$ cat src/rtl/mul_seq_pkg.sv
// -----------------------------------------------------------------------------
// mul_seq_pkg
// Shared definitions for the iterative MUL/MLA sequencer:
//   - FSM state encoding (IDLE=0, RUN=1, DONE=2)
//   - default operand width
//   - bit positions of the N and Z flags in the 2-bit flags output
//   - helper deciding whether the current RUN cycle is the last one
// -----------------------------------------------------------------------------
package mul_seq_pkg;

    localparam int DEFAULT_WIDTH = 32;

    // Positions inside flags[1:0] = {N, Z}
    localparam int FLAG_N = 1;
    localparam int FLAG_Z = 0;

    typedef enum logic [1:0] {
        ST_IDLE = 2'd0,
        ST_RUN  = 2'd1,
        ST_DONE = 2'd2
    } state_e;

    // A RUN cycle is the last one when the bit counter is exhausted, or, with
    // early termination enabled, when no set multiplier bits remain after the
    // shift (the remaining iterations could only add zero).
    function automatic logic is_last_step(input logic cnt_zero,
                                          input logic mplier_rest_zero,
                                          input logic early_term_en);
        return cnt_zero | (early_term_en & mplier_rest_zero);
    endfunction

endpackage

$ cat src/rtl/mul_seq_dp.sv
// -----------------------------------------------------------------------------
// mul_seq_dp
// Shift-add datapath of the multiply sequencer: multiplicand, multiplier and
// partial-sum registers plus the adder.
//
// Ports:
//   clk, reset        - clock, asynchronous active-high reset
//   load              - capture srca/srcb and the initial sum (acc or 0)
//   step              - perform one radix-2 iteration
//   srca, srcb, acc   - operands (multiplicand, multiplier, accumulate value)
//   accumulate        - 1: initial sum is acc (MLA), 0: initial sum is 0 (MUL)
//   sum_step          - partial sum after the current iteration (combinational)
//   mplier_rest_zero  - multiplier is zero after the current shift
// -----------------------------------------------------------------------------
module mul_seq_dp
    import mul_seq_pkg::*;
#(
    parameter int WIDTH = DEFAULT_WIDTH
) (
    input  logic             clk,
    input  logic             reset,
    input  logic             load,
    input  logic             step,
    input  logic [WIDTH-1:0] srca,
    input  logic [WIDTH-1:0] srcb,
    input  logic [WIDTH-1:0] acc,
    input  logic             accumulate,
    output logic [WIDTH-1:0] sum_step,
    output logic             mplier_rest_zero
);

    logic [WIDTH-1:0] mcand_q,  mcand_d;
    logic [WIDTH-1:0] mplier_q, mplier_d;
    logic [WIDTH-1:0] sum_q,    sum_d;
    logic [WIDTH-1:0] addend_s;
    logic [WIDTH-1:0] sum_step_s;
    logic [WIDTH-1:0] mplier_shift_s;

    // Next-state of the operand registers: load, iterate or hold.
    always_comb begin
        mcand_d  = mcand_q;
        mplier_d = mplier_q;
        sum_d    = sum_q;

        addend_s       = mplier_q[0] ? mcand_q : {WIDTH{1'b0}};
        // Carry out of the top bit is dropped: only the low WIDTH bits matter.
        sum_step_s     = sum_q + addend_s;
        mplier_shift_s = {1'b0, mplier_q[WIDTH-1:1]};

        if (load) begin
            mcand_d  = srca;
            mplier_d = srcb;
            sum_d    = accumulate ? acc : {WIDTH{1'b0}};
        end else if (step) begin
            sum_d    = sum_step_s;
            mcand_d  = {mcand_q[WIDTH-2:0], 1'b0};
            mplier_d = mplier_shift_s;
        end else begin
            sum_d    = sum_q;
        end
    end

    // Operand and partial-sum registers.
    always_ff @(posedge clk or posedge reset) begin
        if (reset) begin
            mcand_q  <= {WIDTH{1'b0}};
            mplier_q <= {WIDTH{1'b0}};
            sum_q    <= {WIDTH{1'b0}};
        end else begin
            mcand_q  <= mcand_d;
            mplier_q <= mplier_d;
            sum_q    <= sum_d;
        end
    end

    assign sum_step         = sum_step_s;
    assign mplier_rest_zero = (mplier_shift_s == {WIDTH{1'b0}});

endmodule

$ cat src/rtl/mul_seq.sv
// -----------------------------------------------------------------------------
// mul_seq
// Iterative radix-2 shift-add multiply sequencer for MUL/MLA. A start in IDLE
// or DONE latches the operands; WIDTH RUN cycles later (or earlier with early
// termination) the low WIDTH bits of srca*srcb (+acc) appear on result with
// {N,Z} flags, accompanied by a one-cycle done pulse.
//
// Optional feature macro: MUL_SEQ_EARLY_TERM_EN
//   defined   - leave RUN as soon as the shifted multiplier is zero
//               (at least one RUN cycle is always executed)
//   undefined - always exactly WIDTH RUN cycles
//
// Ports:
//   clk, reset  - clock, asynchronous active-high reset
//   start       - request a multiply (ignored while busy)
//   srca        - multiplicand (Rm)
//   srcb        - multiplier (Rs)
//   acc         - accumulate operand (Rn), used when accumulate=1
//   accumulate  - 1 = MLA, 0 = MUL
//   busy        - high while in RUN
//   done        - one-cycle pulse when result/flags become valid
//   result      - product, held until the next operation completes
//   flags       - {N,Z} of result
// -----------------------------------------------------------------------------
module mul_seq
    import mul_seq_pkg::*;
#(
    parameter int WIDTH = DEFAULT_WIDTH,
    parameter int CNTW  = $clog2(WIDTH)
) (
    input  logic             clk,
    input  logic             reset,
    input  logic             start,
    input  logic [WIDTH-1:0] srca,
    input  logic [WIDTH-1:0] srcb,
    input  logic [WIDTH-1:0] acc,
    input  logic             accumulate,
    output logic             busy,
    output logic             done,
    output logic [WIDTH-1:0] result,
    output logic [1:0]       flags
);

`ifdef MUL_SEQ_EARLY_TERM_EN
    localparam logic EARLY_TERM_EN = 1'b1;
`else
    localparam logic EARLY_TERM_EN = 1'b0;
`endif

    localparam logic [CNTW-1:0] CNT_LAST = CNTW'(WIDTH - 1);
    localparam logic [CNTW-1:0] CNT_ONE  = CNTW'(1);

    state_e           state_q,  state_d;
    logic [CNTW-1:0]  cnt_q,    cnt_d;
    logic [WIDTH-1:0] result_q, result_d;
    logic [1:0]       flags_q,  flags_d;
    logic             busy_q,   busy_d;
    logic             done_q,   done_d;

    logic             load_s;
    logic             step_s;
    logic             last_s;
    logic [WIDTH-1:0] sum_step_s;
    logic             mplier_rest_zero_s;

    mul_seq_dp #(
        .WIDTH (WIDTH)
    ) u_dp (
        .clk              (clk),
        .reset            (reset),
        .load             (load_s),
        .step             (step_s),
        .srca             (srca),
        .srcb             (srcb),
        .acc              (acc),
        .accumulate       (accumulate),
        .sum_step         (sum_step_s),
        .mplier_rest_zero (mplier_rest_zero_s)
    );

    // Next-state, counter, datapath enables and result capture.
    always_comb begin
        state_d  = state_q;
        cnt_d    = cnt_q;
        result_d = result_q;
        flags_d  = flags_q;
        busy_d   = 1'b0;
        done_d   = 1'b0;
        load_s   = 1'b0;
        step_s   = 1'b0;
        last_s   = is_last_step((cnt_q == {CNTW{1'b0}}), mplier_rest_zero_s,
                                EARLY_TERM_EN);

        case (state_q)
            // DONE accepts a start exactly like IDLE for back-to-back issue.
            ST_IDLE, ST_DONE: begin
                if (start) begin
                    load_s  = 1'b1;
                    cnt_d   = CNT_LAST;
                    state_d = ST_RUN;
                    busy_d  = 1'b1;
                end else begin
                    state_d = ST_IDLE;
                end
            end
            ST_RUN: begin
                step_s = 1'b1;
                if (last_s) begin
                    // Result and flags are taken from the final partial sum
                    // so they are valid in the same cycle as done.
                    state_d          = ST_DONE;
                    done_d           = 1'b1;
                    result_d         = sum_step_s;
                    flags_d[FLAG_N]  = sum_step_s[WIDTH-1];
                    flags_d[FLAG_Z]  = (sum_step_s == {WIDTH{1'b0}});
                end else begin
                    cnt_d  = cnt_q - CNT_ONE;
                    busy_d = 1'b1;
                end
            end
            default: begin
                state_d = ST_IDLE;
            end
        endcase
    end

    // Control state, counter and output registers.
    always_ff @(posedge clk or posedge reset) begin
        if (reset) begin
            state_q  <= ST_IDLE;
            cnt_q    <= {CNTW{1'b0}};
            result_q <= {WIDTH{1'b0}};
            flags_q  <= 2'b00;
            busy_q   <= 1'b0;
            done_q   <= 1'b0;
        end else begin
            state_q  <= state_d;
            cnt_q    <= cnt_d;
            result_q <= result_d;
            flags_q  <= flags_d;
            busy_q   <= busy_d;
            done_q   <= done_d;
        end
    end

    assign busy   = busy_q;
    assign done   = done_q;
    assign result = result_q;
    assign flags  = flags_q;

endmodule

$ cat config.mk
export PLATFORM = sky130hd
export DESIGN_NAME = mul_seq
export DESIGN_NICKNAME = d
export VERILOG_FILES = /design/src/rtl/mul_seq_pkg.sv /design/src/rtl/mul_seq_dp.sv /design/src/rtl/mul_seq.sv
export SDC_FILE = /design/constraint.sdc
export NUM_CORES = 1
export LEC_CHECK = 0
export ABC_AREA = 1
export CORE_MARGIN = 1
export CORE_UTILIZATION = 40
export CTS_CLUSTER_SIZE = 28
export DETAILED_ROUTE_END_ITERATION = 8
export DONT_BUFFER_PORTS = 1
export SYNTH_ARGS = -nofsm -noshare
export SYNTH_HDL_FRONTEND = slang
export SYNTH_SLANG_ARGS = --single-unit
$ cat constraint.sdc
create_clock -name clk -period 5.8 [get_ports clk]
set_input_delay 1.16 -clock clk [delete_from_list [all_inputs] [get_ports clk]]
set_output_delay 1.16 -clock clk [all_outputs]
set_load 0.01 [all_outputs]
Word-level counts from Yosys, hierarchy flattened --
Cells that the tools add are included. W data, S select, Z words.
Storage, ports and cells: bits in registers 139, input bits 100, output and inout port bits 36, logic and storage cells 45
Operators by class: $add $sub $neg 2, eq/ne operators 5, muxes and demuxes 21, reductions and logical operators 8
Operators with widths (count):
- $mux W32 | 8
- $add A32 B32 Y32 | 1
- $logic_not A32 Y1 | 1
- $mux W5 | 2
- $pmux W5 S2 | 1
- $mux W1 | 7
- $ne A2 B2 Y1 const B | 3
- $logic_not A5 Y1 | 1
- $sub A5 B1 Y5 const B | 1
- $pmux W2 S2 | 1
- $reduce_bool A2 Y1 | 2
- $reduce_and A3 Y1 | 1
- $eq A2 B1 Y1 const B | 1
- $eq A2 B2 Y1 const B | 1
- $logic_not A2 Y1 | 1
- $mux W2 | 1
- $pmux W1 S2 | 1
- $reduce_and A2 Y1 | 1
- $reduce_or A2 Y1 | 1

Logic depth before layout (Yosys ltp) --
depth in word-level cells 4, gate-level depth with buffers 23, mapped depth without buffers 20

Modules after synthesis --
Synthesis repeated with hierarchy kept, for this count alone.
Unflattened totals: cell total of the unflattened synthesis 1297, area, all modules 8803.4 um^2
By module, submodules not included:
- mul_seq_dp | times used 1, cells an instance 1079, area an instance 6982.9 um^2, sequential area each 2402.3 um^2
- mul_seq | times used 1, cells an instance 218, area an instance 1820.5 um^2, sequential area each 1051.0 um^2

Worst setup path before layout --
Ideal clock, no wire load.
path type flip-flop to flip-flop, start point register u_dp.mplier_q[0], end point register flags_q[0], in the netlist flags[0], library setup time 0.065 ns, arrival time 2.241 ns, required time 5.735 ns, slack 3.494 ns, stages on the path, launching flop included 24, buffers on the path 3, period minus slack after synthesis 2.306 ns, cells stage by stage dfrtp_1 clkbuf_1 clkbuf_1 nand2_1 inv_1 ha_1 buf_6 nand2_1 nand2_1 inv_2 nand2_2 nand2_1 nand2_1 nand2_1 nand2_2 nand2_1 nand2_1 nand2_1 nand2_1 nor2_1 nand2_1 nor2_1 nand3_1 nand2_1
Between the ends: word-level cells in the longest chain between the ends 3
Ends and longest elaborated chain:
- start, declared | line mul_seq_dp.sv:33 | logic [WIDTH-1:0] mplier_q, mplier_d;
- start signal, assigned | line mul_seq_dp.sv:67 | mplier_q <= {WIDTH{1'b0}};
- start signal, assigned | line mul_seq_dp.sv:71 | mplier_q <= mplier_d;
- $mux W32 | line mul_seq_dp.sv:45 | addend_s = mplier_q[0] ? mcand_q : {WIDTH{1'b0}};
- $add A32 B32 Y32 | line mul_seq_dp.sv:47 | sum_step_s = sum_q + addend_s;
- $logic_not A32 Y1 | line mul_seq.sv:115 | flags_d[FLAG_Z] = (sum_step_s == {WIDTH{1'b0}});
- end signal, assigned | line mul_seq.sv:140 | flags_q <= flags_d;
- end, declared | line mul_seq.sv:56 | logic [1:0] flags_q, flags_d;
Every way passes these cells. A chain may end at the register's enable or synchronous reset.

Worst setup path after layout --
start point register state_q[1], end point register u_dp.mcand_q[0]
Between the ends: word-level cells in the longest chain between the ends 4, elaborated cells between the ends (all ways) 8, those cells by class 2 x eq/ne; 3 x mux; 3 x reduce/logical
Ends and longest elaborated chain:
- start, declared | line mul_seq.sv:53 | state_e state_q, state_d;
- start signal, assigned | line mul_seq.sv:137 | state_q <= state_d;
- $eq A2 B2 Y1 or $logic_not A2 Y1 (tied branches) | line mul_seq.sv:94 | case (state_q)
- $reduce_or A2 Y1 | line mul_seq.sv:94
- $mux W1 | line mul_seq.sv:94
- $mux W32 or $reduce_bool A2 Y1 (tied branches)
- end signal, assigned | line mul_seq_dp.sv:66 | mcand_q <= {WIDTH{1'b0}};
- end signal, assigned | line mul_seq_dp.sv:70 | mcand_q <= mcand_d;
- end, declared | line mul_seq_dp.sv:32 | logic [WIDTH-1:0] mcand_q, mcand_d;
Parallel ways exist; a longest one is shown, timed or not.

==> flow_summary.toml <==
[run_status]
status = "completed"

[placement]
place.port_buffers = 0
gp_routability_congestion = 0.8641
dpl_cell_area_mm2 = 0.008921
detailedPlacementHpwl_um = 18390

[logic_synthesis]
synthesized_netlist_net_count = 1408
synth_seq_cells = 138
post_synth.cell_area_avg_um2 = 6.835
synth_sequential_area_ratio = 0.3966
mappedNetlistArea_mm2 = 0.008708
yosys_most_used_dff = "dfrtp_1"
synth-edff-count = 0
post_synth_num_cell_types = 36
yosysWarnings = 0
synth_cells = 1274
asyncSetResetFlopFracSynth = 1.000

[cells_and_area]
finish.net_count = 1388
final_area_mm2 = 0.009448
diodes = 0
synthToLayoutAreaGrowth_pct = 8.491
final_layout_size_suffix_gt1_frac = 0.06077
filler_cell_count = 2249
fin_util = 0.4466

[min_path]
hold_worst_path_end = "u_dp.mcand_q[31]"
hold_path.startpoint = "u_dp.mcand_q[31]"
worstHoldPathCells = 2
worstHoldPathType = "flop to flop"

[die]
die_width_um = 149.6
io_pins = 136
initial_core_util = 0.4117
fp.coreArea_mm2 = 0.02115
die_area_mm2 = 0.02237
die_h_um = 149.6
core.rowCount = 53

[global_routing]
grt_max_degree = 86
leftover_overflow_at_the_end_of_global_routing = 0
first_global_vias = 7501
antenna_found_initial = 0
groute.usage.overall = 0.2345
grt_pass1_wl_um = 40190

[power_and_ir_drop]
powerDensity_mw_per_mm2 = 683.6
worst_ir_drop_vdd_v = 0.0003098
p_leak_nw = 5.201

[worst_setup_path]
rr_endpoint = "u_dp.mcand_q[0]"
critPathKind = "flop to flop"
critPathRequiredTime_ps = 6110
critPathMaxFanout = 64
worstSetupStartpointType = "flop"
r2r_setup_slack_ps = 2370
worst_setup_path_end_kind = "flop"
ff_to_ff_start = "state_q[1]"
worst-r2r-cell-count = 7
worstPathArrival_ps = 3740

[sta]
setup_viol = 0
grt_setup_unrepaired = "false"
timing.final.max_slew_violations = 0
fmax_mhz = 291.5
timing.final.crit_share = 0.5914
max_slew_margin = 0.2247
final_total_negative_setup_slack_ps = 0
worst_clock_skew_ps = 12.51
hold_viol_final = 0
hold_slack_ps = 511.1
finalWorstPathRequiredPeriod_ps = 3430
worst-slew-pin-transition_ps = 1163

[clock_tree]
cts-hold-fix-buffers = 0
clk_pin_slew_worst_paths_ps = 60
htreeDepth = 4
cts_buffers = 17
max-clock-path-buffers = 2
clk-insertion-delay-late_ps = 430
post_cts_resize_count = 0
clockRootBuffer = "clkbuf_16"
post-cts-setup-buffer-count = 0
clock_sinks = 138
tritoncts_clock_tree = "yes"

[route]
detail_route.iter0.violations = 487
via_count = 7797
wl_per_cell_um = 16.09
final_antenna_net_count = 0
drt_first_pass_iters = 5
via_per_inst = 5.056
wl_um = 24820
post-route-drc-count = 0

[flow_run]
maxCapViolations = 0
metal layers:
| metal | vias up | GRT usage | share of wire |
|---|---|---|---|
| met3 | 22 | 0.06616 | 0.068 |
| met2 | 211 | 0.3435 | 0.43 |
| met5 | - | 0 | 0 |
| met1 | 3611 | 0.3349 | 0.49 |
| li1 | 3953 | - | - |
| met4 | 0 | 0.06378 | 0.015 |
cell usage after synthesis, types with 2 or more instances:
cell / number / share of area
nand2_1: 532 / 0.23
inv_1: 211 / 0.091
dfrtp_1: 138 / 0.40
nand3_1: 81 / 0.047
nor2_1: 52 / 0.022
o221ai_1: 49 / 0.049
ha_1: 33 / 0.047
clkbuf_1: 32 / 0.014
o21ai_0: 24 / 0.014
a21oi_1: 22 / 0.013
nand2_2: 15 / 0.011
o211ai_1: 15 / 0.013
nand4_1: 12 / 0.0086
buf_2: 7 / 0.0040
inv_2: 7 / 0.0030
nor2_2: 7 / 0.0050
nand3b_1: 5 / 0.0043
buf_1: 4 / 0.0017
nor3_1: 4 / 0.0023
nor3_2: 3 / 0.0034
a31oi_1: 2 / 0.0014
nand3_2: 2 / 0.0023
nor2_4: 2 / 0.0026
nor4_1: 2 / 0.0014
xor2_1: 2 / 0.0020
registers in the layout, indices dropped and copies added (netlist names):
register,cells
u_dp.mcand_q,32
u_dp.mplier_q,32
u_dp.sum_q,32
result,31
cnt_q,5
flags,2
state_q,2
busy,1
done,1
power by group:
group / internal [W] / switching, W / leakage, nW
clock: 0.000552 / 0.000455 / 0.257
sequential: 0.00145 / 0.000394 / 1.67
combinational: 0.00115 / 0.00246 / 3.28
total: 0.00315 / 0.00331 / 5.20
cell families after synthesis:
family	count (synthesis)	synth area share
buf+inv	264	0.1161
flops	138	0.3966
xor+xnor	3	0.003018
simple gates	722	0.3435
fa+ha+maj	34	0.04971
compound gates	113	0.09109
layout make-up:
cell class	instances	area, um^2	area share
multi-input combinational	872	4252	0.4500
tap	275	344.1	0.03642
clock buffer	20	436.7	0.04622
timing repair buffer	6	45.04	0.004768
clock inverter	12	90.09	0.009535
inverter	219	827.0	0.08754
sequential	138	3453	0.3655
cell usage in the layout, fill, tap and decap left out, drive strengths merged:
cell type / synthesis / routed
a21oi: 22 / 22
a22o: 1 / 1
a31oi: 2 / 2
and2: 2 / 2
and3: 1 / 1
buf: 13 / 6
clkbuf: 32 / 20
clkinv: 1 / 7
clkinvlp: 0 / 2
dfrtp: 138 / 138
fa: 1 / 1
ha: 33 / 33
inv: 218 / 222
nand2: 547 / 547
nand3: 83 / 83
nand3b: 5 / 5
nand4: 12 / 12
nor2: 61 / 61
nor3: 7 / 7
nor4: 3 / 3
o211ai: 15 / 15
o21ai: 24 / 24
o221ai: 49 / 49
or2: 1 / 1
xnor2: 1 / 1
xor2: 2 / 2
critical path, stage by stage, from the launching register on:
cell and delay [ps]:
dfrtp_1 370, nor2_2 90, buf_4 420, clkinv_1 190, nand2_2 80, buf_4 570, clkinv_1 1050, a22o_1 460
through the flow:
step,setup WS [ps],std cells,total power [W]
finish,2370,1542,0.006459
global route,2009,1542,0.007134
CTS,2356,1542,0.006502
detailed placement,2104,1510,0.005467
global placement,2111,1510,0.005419
floorplan,943.8,1274,0.004525
worst max-delay path by stage:
stage / startpoint / endpoint / slack, ps
after global routing: state_q[1] / u_dp.mcand_q[31] / 2010
after global placement: start / u_dp.mcand_q[0] / 2110
after detailed placement: start / u_dp.mcand_q[0] / 2100
final: state_q[1] / u_dp.mcand_q[0] / 2370
after floorplan: reset / busy / 940
after CTS: state_q[1] / u_dp.mcand_q[0] / 2360
Note: power is estimated with default switching activity, not from simulation.
